`src/rtl/cacheline_mem_arbiter.sv`:
```
// Arbitrates the single memory cacheline port between I-cache and D-cache, one transaction at a time.
// Optional I-side starvation guard is enabled by defining MEM_ARB_STARVE_EN.
module cacheline_mem_arbiter #(
  parameter int unsigned LINE_W     = 256,
  parameter int unsigned ADDR_W     = 32,
  parameter int unsigned STARVE_MAX = 4
) (
  input  logic              clk,
  input  logic              rst,
  input  logic              i_read,
  input  logic [ADDR_W-1:0] i_addr,
  output logic [LINE_W-1:0] i_rdata,
  output logic              i_resp,
  input  logic              d_read,
  input  logic              d_write,
  input  logic [ADDR_W-1:0] d_addr,
  input  logic [LINE_W-1:0] d_wdata,
  output logic [LINE_W-1:0] d_rdata,
  output logic              d_resp,
  output logic              mem_read,
  output logic              mem_write,
  output logic [ADDR_W-1:0] mem_addr,
  output logic [LINE_W-1:0] mem_wdata,
  input  logic [LINE_W-1:0] mem_rdata,
  input  logic              mem_resp
);

  typedef enum logic [1:0] {IDLE, I_BUSY, D_BUSY, DONE} state_e;

  state_e            state_q, state_d;
  logic              op_wr_q, op_wr_d;
  logic [ADDR_W-1:0] mem_addr_q, mem_addr_d;
  logic [LINE_W-1:0] mem_wdata_q, mem_wdata_d;
  logic              d_req;
  logic              grant_i;

  assign d_req = d_read | d_write;

`ifdef MEM_ARB_STARVE_EN
  localparam int unsigned CNT_W = 3;
  logic [CNT_W-1:0] starve_cnt_q, starve_cnt_d;

  // I overrides D priority once D has won STARVE_MAX grants while I was waiting
  assign grant_i = i_read & (~d_req | (starve_cnt_q == CNT_W'(STARVE_MAX)));
`else
  assign grant_i = i_read & ~d_req;
`endif

  always_comb begin
    state_d     = state_q;
    op_wr_d     = op_wr_q;
    mem_addr_d  = mem_addr_q;
    mem_wdata_d = mem_wdata_q;
`ifdef MEM_ARB_STARVE_EN
    starve_cnt_d = starve_cnt_q;
`endif
    case (state_q)
      IDLE: begin
        if (grant_i) begin
          state_d    = I_BUSY;
          op_wr_d    = 1'b0;
          mem_addr_d = i_addr;
`ifdef MEM_ARB_STARVE_EN
          starve_cnt_d = '0;
`endif
        end else if (d_req) begin
          // a simultaneous read+write is resolved as a write
          state_d     = D_BUSY;
          op_wr_d     = d_write;
          mem_addr_d  = d_addr;
          mem_wdata_d = d_wdata;
`ifdef MEM_ARB_STARVE_EN
          if (i_read && (starve_cnt_q != '1)) starve_cnt_d = starve_cnt_q + CNT_W'(1);
`endif
        end
      end
      I_BUSY, D_BUSY: if (mem_resp) state_d = DONE;
      DONE:           state_d = IDLE;
      default:        state_d = IDLE;
    endcase
  end

  always_ff @(posedge clk) begin
    if (!rst) begin
      state_q     <= IDLE;
      op_wr_q     <= 1'b0;
      mem_addr_q  <= '0;
      mem_wdata_q <= '0;
`ifdef MEM_ARB_STARVE_EN
      starve_cnt_q <= '0;
`endif
    end else begin
      state_q     <= state_d;
      op_wr_q     <= op_wr_d;
      mem_addr_q  <= mem_addr_d;
      mem_wdata_q <= mem_wdata_d;
`ifdef MEM_ARB_STARVE_EN
      starve_cnt_q <= starve_cnt_d;
`endif
    end
  end

  // Strobes decode from flopped state; responses are combinational on mem_resp
  assign mem_read  = (state_q == I_BUSY) | ((state_q == D_BUSY) & ~op_wr_q);
  assign mem_write = (state_q == D_BUSY) & op_wr_q;
  assign mem_addr  = mem_addr_q;
  assign mem_wdata = mem_wdata_q;
  assign i_resp    = rst & (state_q == I_BUSY) & mem_resp;
  assign d_resp    = rst & (state_q == D_BUSY) & mem_resp;
  assign i_rdata   = i_resp ? mem_rdata : '0;
  assign d_rdata   = d_resp ? mem_rdata : '0;

`ifndef SYNTHESIS
  d_rw_exclusive_a: assert property (@(posedge clk) disable iff (!rst) !(d_read && d_write));
`endif

endmodule

```
`config.mk`:
```
export PLATFORM = sky130hd
export DESIGN_NAME = cacheline_mem_arbiter
export DESIGN_NICKNAME = d
export VERILOG_FILES = /design/src/rtl/cacheline_mem_arbiter.sv
export SDC_FILE = /design/constraint.sdc
export NUM_CORES = 1
export LEC_CHECK = 0
export CELL_PAD_IN_SITES_DETAIL_PLACEMENT = 1
export CELL_PAD_IN_SITES_GLOBAL_PLACEMENT = 1
export CORE_AREA = 2 2 546 548
export DETAILED_ROUTE_END_ITERATION = 10
export DIE_AREA = 0 0 548 550
export GPL_TIMING_DRIVEN = 0
export PLACE_DENSITY_LB_ADDON = 0.15
export SLEW_MARGIN = 20
export SYNTH_ARGS = -nofsm -noshare
export SYNTH_HDL_FRONTEND = slang
export SYNTH_SLANG_ARGS = --single-unit
```
`constraint.sdc`:
```
create_clock -name clk -period 2 [get_ports clk]
set_input_delay 0.2 -clock clk [delete_from_list [all_inputs] [get_ports clk]]
set_output_delay 0.2 -clock clk [all_outputs]
set_load 0.005 [all_outputs]
```
==> results_tabular.tex <==
\begin{tabular}{lr}
\hline
Metric & Value \\
\hline
\multicolumn{2}{l}{\textbf{Detailed routing}} \\
\quad DRC marker count from the first detailed-route iteration & 584 \\
\quad Highest routing layer actually used & met5 \\
\quad DRT antenna net count & 0 \\
\quad DR WL/cell & approximately 28 um \\
\quad Wire length on met3 & 20000 um \\
\quad Detail-routed via count per cell & 2.70 \\
\quad Metal2 WL & 109000 um \\
\quad Metal-1 WL & about 76000 um \\
\quad DRC Markers & 0 \\
\quad Final wirelength & 212000 um \\
\quad Router iterations before antenna repair & 4 \\
\quad Total via count in the routed design & 20000 \\
\multicolumn{2}{l}{\textbf{Final layout}} \\
\quad Final design instance area without fill & 37900 um2 \\
\quad Leading cell types in the layout, fill and taps excluded & 836 x sky130\_fd\_sc\_hd\_\_clkdlybuf4s50\_1, 512 x sky130\_fd\_sc\_hd\_\_nand2\_1, 320 x sky130\_fd\_sc\_hd\_\_buf\_6 \\
\quad \# fillers & 34800 \\
\quad Area grow syn2layout & 179\% \\
\quad FF/Latch Area & 5830 um2 \\
\quad Share of layout cells above drive strength 1 & 0.339 \\
\quad Commonest non-fill, non-tap cell in the layout & sky130\_fd\_sc\_hd\_\_clkdlybuf4s50\_1 \\
\quad Finished Core Util & 0.128 \\
\quad Post-route non-filler standard cell count & 7431 \\
\quad Net count of the finished layout & around 4000 \\
\quad Multi-input gate area in the final layout & 7950 um2 \\
\multicolumn{2}{l}{\textbf{STA}} \\
\quad Count of pins over their slew limit & 0 \\
\quad Tcrit/Tclk final & 1.31 \\
\quad Setup skew after layout & roughly 38 ps \\
\quad Maximum clock frequency & 380 MHz \\
\quad Tightest Pin Transition & between 700 and 800 ps \\
\quad Total setup violations reported at the end of the flow & a little over 500 \\
\quad Crit path time final & 2630 ps \\
\quad Number of hold violations in the final report & 0 \\
\quad Headroom to the max-slew limit & 0.485 \\
\quad Minimum setup slack in the final design & -629 ps \\
\quad Setup repair after global routing missed its margin & yes \\
\multicolumn{2}{l}{\textbf{Hold path}} \\
\quad Hold path startpoint & d\_wdata[35] \\
\quad Path type of the worst min-delay path & in -> reg \\
\quad WHS Endpoint & mem\_wdata[35] \\
\quad Worst hold path cell count & 3 \\
\multicolumn{2}{l}{\textbf{CTS}} \\
\quad Root Driver & sky130\_fd\_sc\_hd\_\_clkbuf\_16 \\
\quad Hold buffer count at cts & 0 \\
\quad Worst-path clk slew & $\sim$60 ps \\
\quad Number of buffers on the longest clock path & 3 \\
\quad Clock tree from TritonCTS & done \\
\quad Number of buffers added by the clock tree synthesis step & 44 \\
\quad CTS HTree Levels & 2 \\
\quad Clk sink count & approximately 290 \\
\quad Clock latency on the worst-skew pair & around 640 ps \\
\multicolumn{2}{l}{\textbf{Setup path}} \\
\quad Peak fanout along the critical path & 6 \\
\quad Type of the worst setup path & reg -> out \\
\quad Arrival time worst endpoint & 2430 ps \\
\quad Number of cells on the worst reg-to-reg path & 9 \\
\quad Critical R2R Capture & mem\_wdata[220] \\
\quad R2R setup slack & 80 ps \\
\quad R2r startpoint & state\_q[0] \\
\quad Sort of element at the start of the critical path & register \\
\quad Critical path data required time & $\sim$1800 ps \\
\quad Critical path endpoint category & primary output \\
\multicolumn{2}{l}{\textbf{Die}} \\
\quad Core region area & between 200000 and 300000 um2 \\
\quad Width of the die & 548 um \\
\quad Floorplan die height & 550 um \\
\quad Die Area & between 300000 and 400000 um2 \\
\quad Top-Level Pins & 1386 \\
\quad Starting utilization of the core area & 0.0460 \\
\quad Number of core rows & 200 \\
\multicolumn{2}{l}{\textbf{Logic synthesis}} \\
\quad Share of synthesized area spent on multiplexers & 0 \\
\quad Net count of the mapped netlist & 2439 \\
\quad Parity-gate share of the synthesized area counting xor and xnor cells & 0 \\
\quad Fraction of the mapped netlist area in compound gates & 0.114 \\
\quad Sequential-to-total area share from yosys stat & 0.428 \\
\quad Dominant combinational cell family by area after synthesis & simple AND/OR/NAND/NOR gates \\
\quad Number of cells produced by synthesis & between 1500 and 2000 \\
\quad Number of library cell types mapped by synthesis & 27 \\
\quad Mapped cell area & approximately 14000 um2 \\
\quad Synthesis Warnings & 0 \\
\quad Mean cell area of the mapped netlist & 7.34 um2 \\
\quad Number of synthesized register bits & 291 \\
\quad Post-Synth Adder-Cell Area & 0.00368 \\
\quad Synth Area in Simple Gates & 0.403 \\
\multicolumn{2}{l}{\textbf{GRT}} \\
\quad GRT Resource Usage Total & 0.132 \\
\quad Overflow left after global routing & 0 \\
\quad Global-route wire length before repair & 255000 um \\
\quad Number of antenna violations at the first check in global routing & 117 \\
\quad Maximum number of pins on one net before global-route repair & 13 \\
\quad Vias in the first global route & 21200 \\
\multicolumn{2}{l}{\textbf{Power and ir drop}} \\
\quad Pleak & 15.3 nW \\
\quad Clock share of power & 0.242 \\
\quad Proportion of power drawn by flip-flops and latches & 0.239 \\
\quad Maximum VDD drop & between 0.5 and 0.6 mV \\
\quad Gate power share & 0.519 \\
\quad Net switching power & 13.8 mW \\
\quad Switching Share & 0.397 \\
\quad Power consumption & 34.8 mW \\
\quad Power per Cell Area & roughly 920 nW/um2 \\
\quad Design internal power & approximately 21 mW \\
\multicolumn{2}{l}{\textbf{Outcome}} \\
\quad Failing checks & setup timing \\
\quad Status & finished with violations \\
\multicolumn{2}{l}{\textbf{Place}} \\
\quad Gpl congestion & 0.817 \\
\quad Placed instance count & 7180 \\
\quad Input/output buffers & $\sim$1400 \\
\quad Cell area after placement & $\sim$32000 um2 \\
\quad Hpwl dp & 184000 um \\
\multicolumn{2}{l}{\textbf{Job}} \\
\quad Max capacitance violation total & 0 \\
\hline
\end{tabular}
==> timing repair <==
item,4_1_cts,5_1_grt
endpoints found under the hold margin,0,0
pin swaps,15,12
setup endpoints to repair,838,839
resized for setup,2042,1088
setup buffers,50,49
cloned,34,23
==> cells by family after synthesis <==
logic type,Yosys count
AOI/OAI and AO/OA,298
adders and majority gates,4
buffers and inverters,161
DFF,291
and+or+nand+nor,1099
==> through the flow <==
step | hold WS (ps) | setup WS [ps] | TNS [ps]
final | 100 | -629 | -235410
after global routing | 68.0 | -693 | -279180
after CTS | 25.6 | -855 | -493980
after detailed placement | 449 | -1790 | -867590
after global placement | 443 | -2880 | -1464840
after floorplan | 336 | 400 | 0
==> cells in the mapped netlist <==
library cell,n,share of area
sky130_fd_sc_hd__and2_1,513,0.24
sky130_fd_sc_hd__nand2_1,512,0.14
sky130_fd_sc_hd__dfxtp_1,291,0.43
sky130_fd_sc_hd__a21oi_1,257,0.095
sky130_fd_sc_hd__clkbuf_1,90,0.025
sky130_fd_sc_hd__buf_2,61,0.022
sky130_fd_sc_hd__nor2_1,34,0.0094
sky130_fd_sc_hd__nor3_1,32,0.012
sky130_fd_sc_hd__o22ai_1,32,0.015
sky130_fd_sc_hd__inv_1,5,0.0014
sky130_fd_sc_hd__ha_1,4,0.0037
sky130_fd_sc_hd__clkbuf_2,3,0.0011
sky130_fd_sc_hd__o21ai_0,3,0.0011
sky130_fd_sc_hd__and3_1,2,0.00092
sky130_fd_sc_hd__buf_4,2,0.0011
sky130_fd_sc_hd__a2111oi_0,1,0.00064
sky130_fd_sc_hd__a21o_1,1,0.00055
sky130_fd_sc_hd__a22oi_1,1,0.00055
sky130_fd_sc_hd__nand4bb_1,1,0.00083
sky130_fd_sc_hd__nor2b_1,1,0.00046
sky130_fd_sc_hd__nor3b_1,1,0.00055
sky130_fd_sc_hd__nor4b_1,1,0.00064
sky130_fd_sc_hd__nor4bb_1,1,0.00074
sky130_fd_sc_hd__o21a_1,1,0.00055
sky130_fd_sc_hd__o21ai_2,1,0.00064
sky130_fd_sc_hd__o31a_1,1,0.00064
sky130_fd_sc_hd__or4_1,1,0.00055
==> sequential cells by signal, indices dropped and copies added, names as in the netlist <==
register	cells
mem_addr	32
state_q	2
mem_wdata	256
op_wr_q	1
==> power groups by stage <==
stage / combinational [mW] / clock, mW / sequential, mW
global route: 19.7 / 9.08 / 8.54
global placement: 16.1 / 0 / 8.39
floorplan: 4.85 / 0 / 8.30
CTS: 17.5 / 8.94 / 8.37
finish: 18.1 / 8.43 / 8.30
detailed placement: 16.0 / 0 / 8.43
==> per-layer routing <==
metal	up-vias	global-route usage
met3	302	0.0557
met2	1100	0.250
met4	26	0.0276
met5	-	0
met1	9524	0.134
li1	9086	-
==> worst max-delay path by stage <==
| stage | from | cells past startpoint | endpoint |
|---|---|---|---|
| floorplan | state_q[1] | 7 | i_rdata[216] |
| global placement | rst | 7 | d_rdata[97] |
| finish | state_q[0] | 10 | d_rdata[200] |
| CTS | state_q[0] | 11 | d_rdata[18] |
| global route | state_q[0] | 10 | d_rdata[200] |
| detailed placement | rst | 8 | d_rdata[203] |
==> worst max-delay path: stages (launching register included) <==
cell	delay, ps
sky130_fd_sc_hd__dfxtp_2	330
sky130_fd_sc_hd__inv_2	50
sky130_fd_sc_hd__ha_4	150
sky130_fd_sc_hd__and3_4	170
sky130_fd_sc_hd__buf_16	150
sky130_fd_sc_hd__buf_16	150
sky130_fd_sc_hd__clkbuf_16	180
sky130_fd_sc_hd__clkbuf_16	170
sky130_fd_sc_hd__buf_12	120
sky130_fd_sc_hd__and2_4	140
sky130_fd_sc_hd__buf_6	130
==> final cells by class <==
class | count | share of cell area
Timing Repair Buffer | 1538 | 0.414
Multi-Input combinational cell | 1401 | 0.210
Sequential cell | 291 | 0.154
Tap cell | 3939 | 0.130
Buffer | 150 | 0.0499
Clock buffer | 63 | 0.0341
Clock inverter | 14 | 0.00558
Antenna cell | 30 | 0.00198
Inverter | 5 | 0.000495
No activity file was read; power rests on OpenSTA's default activity.
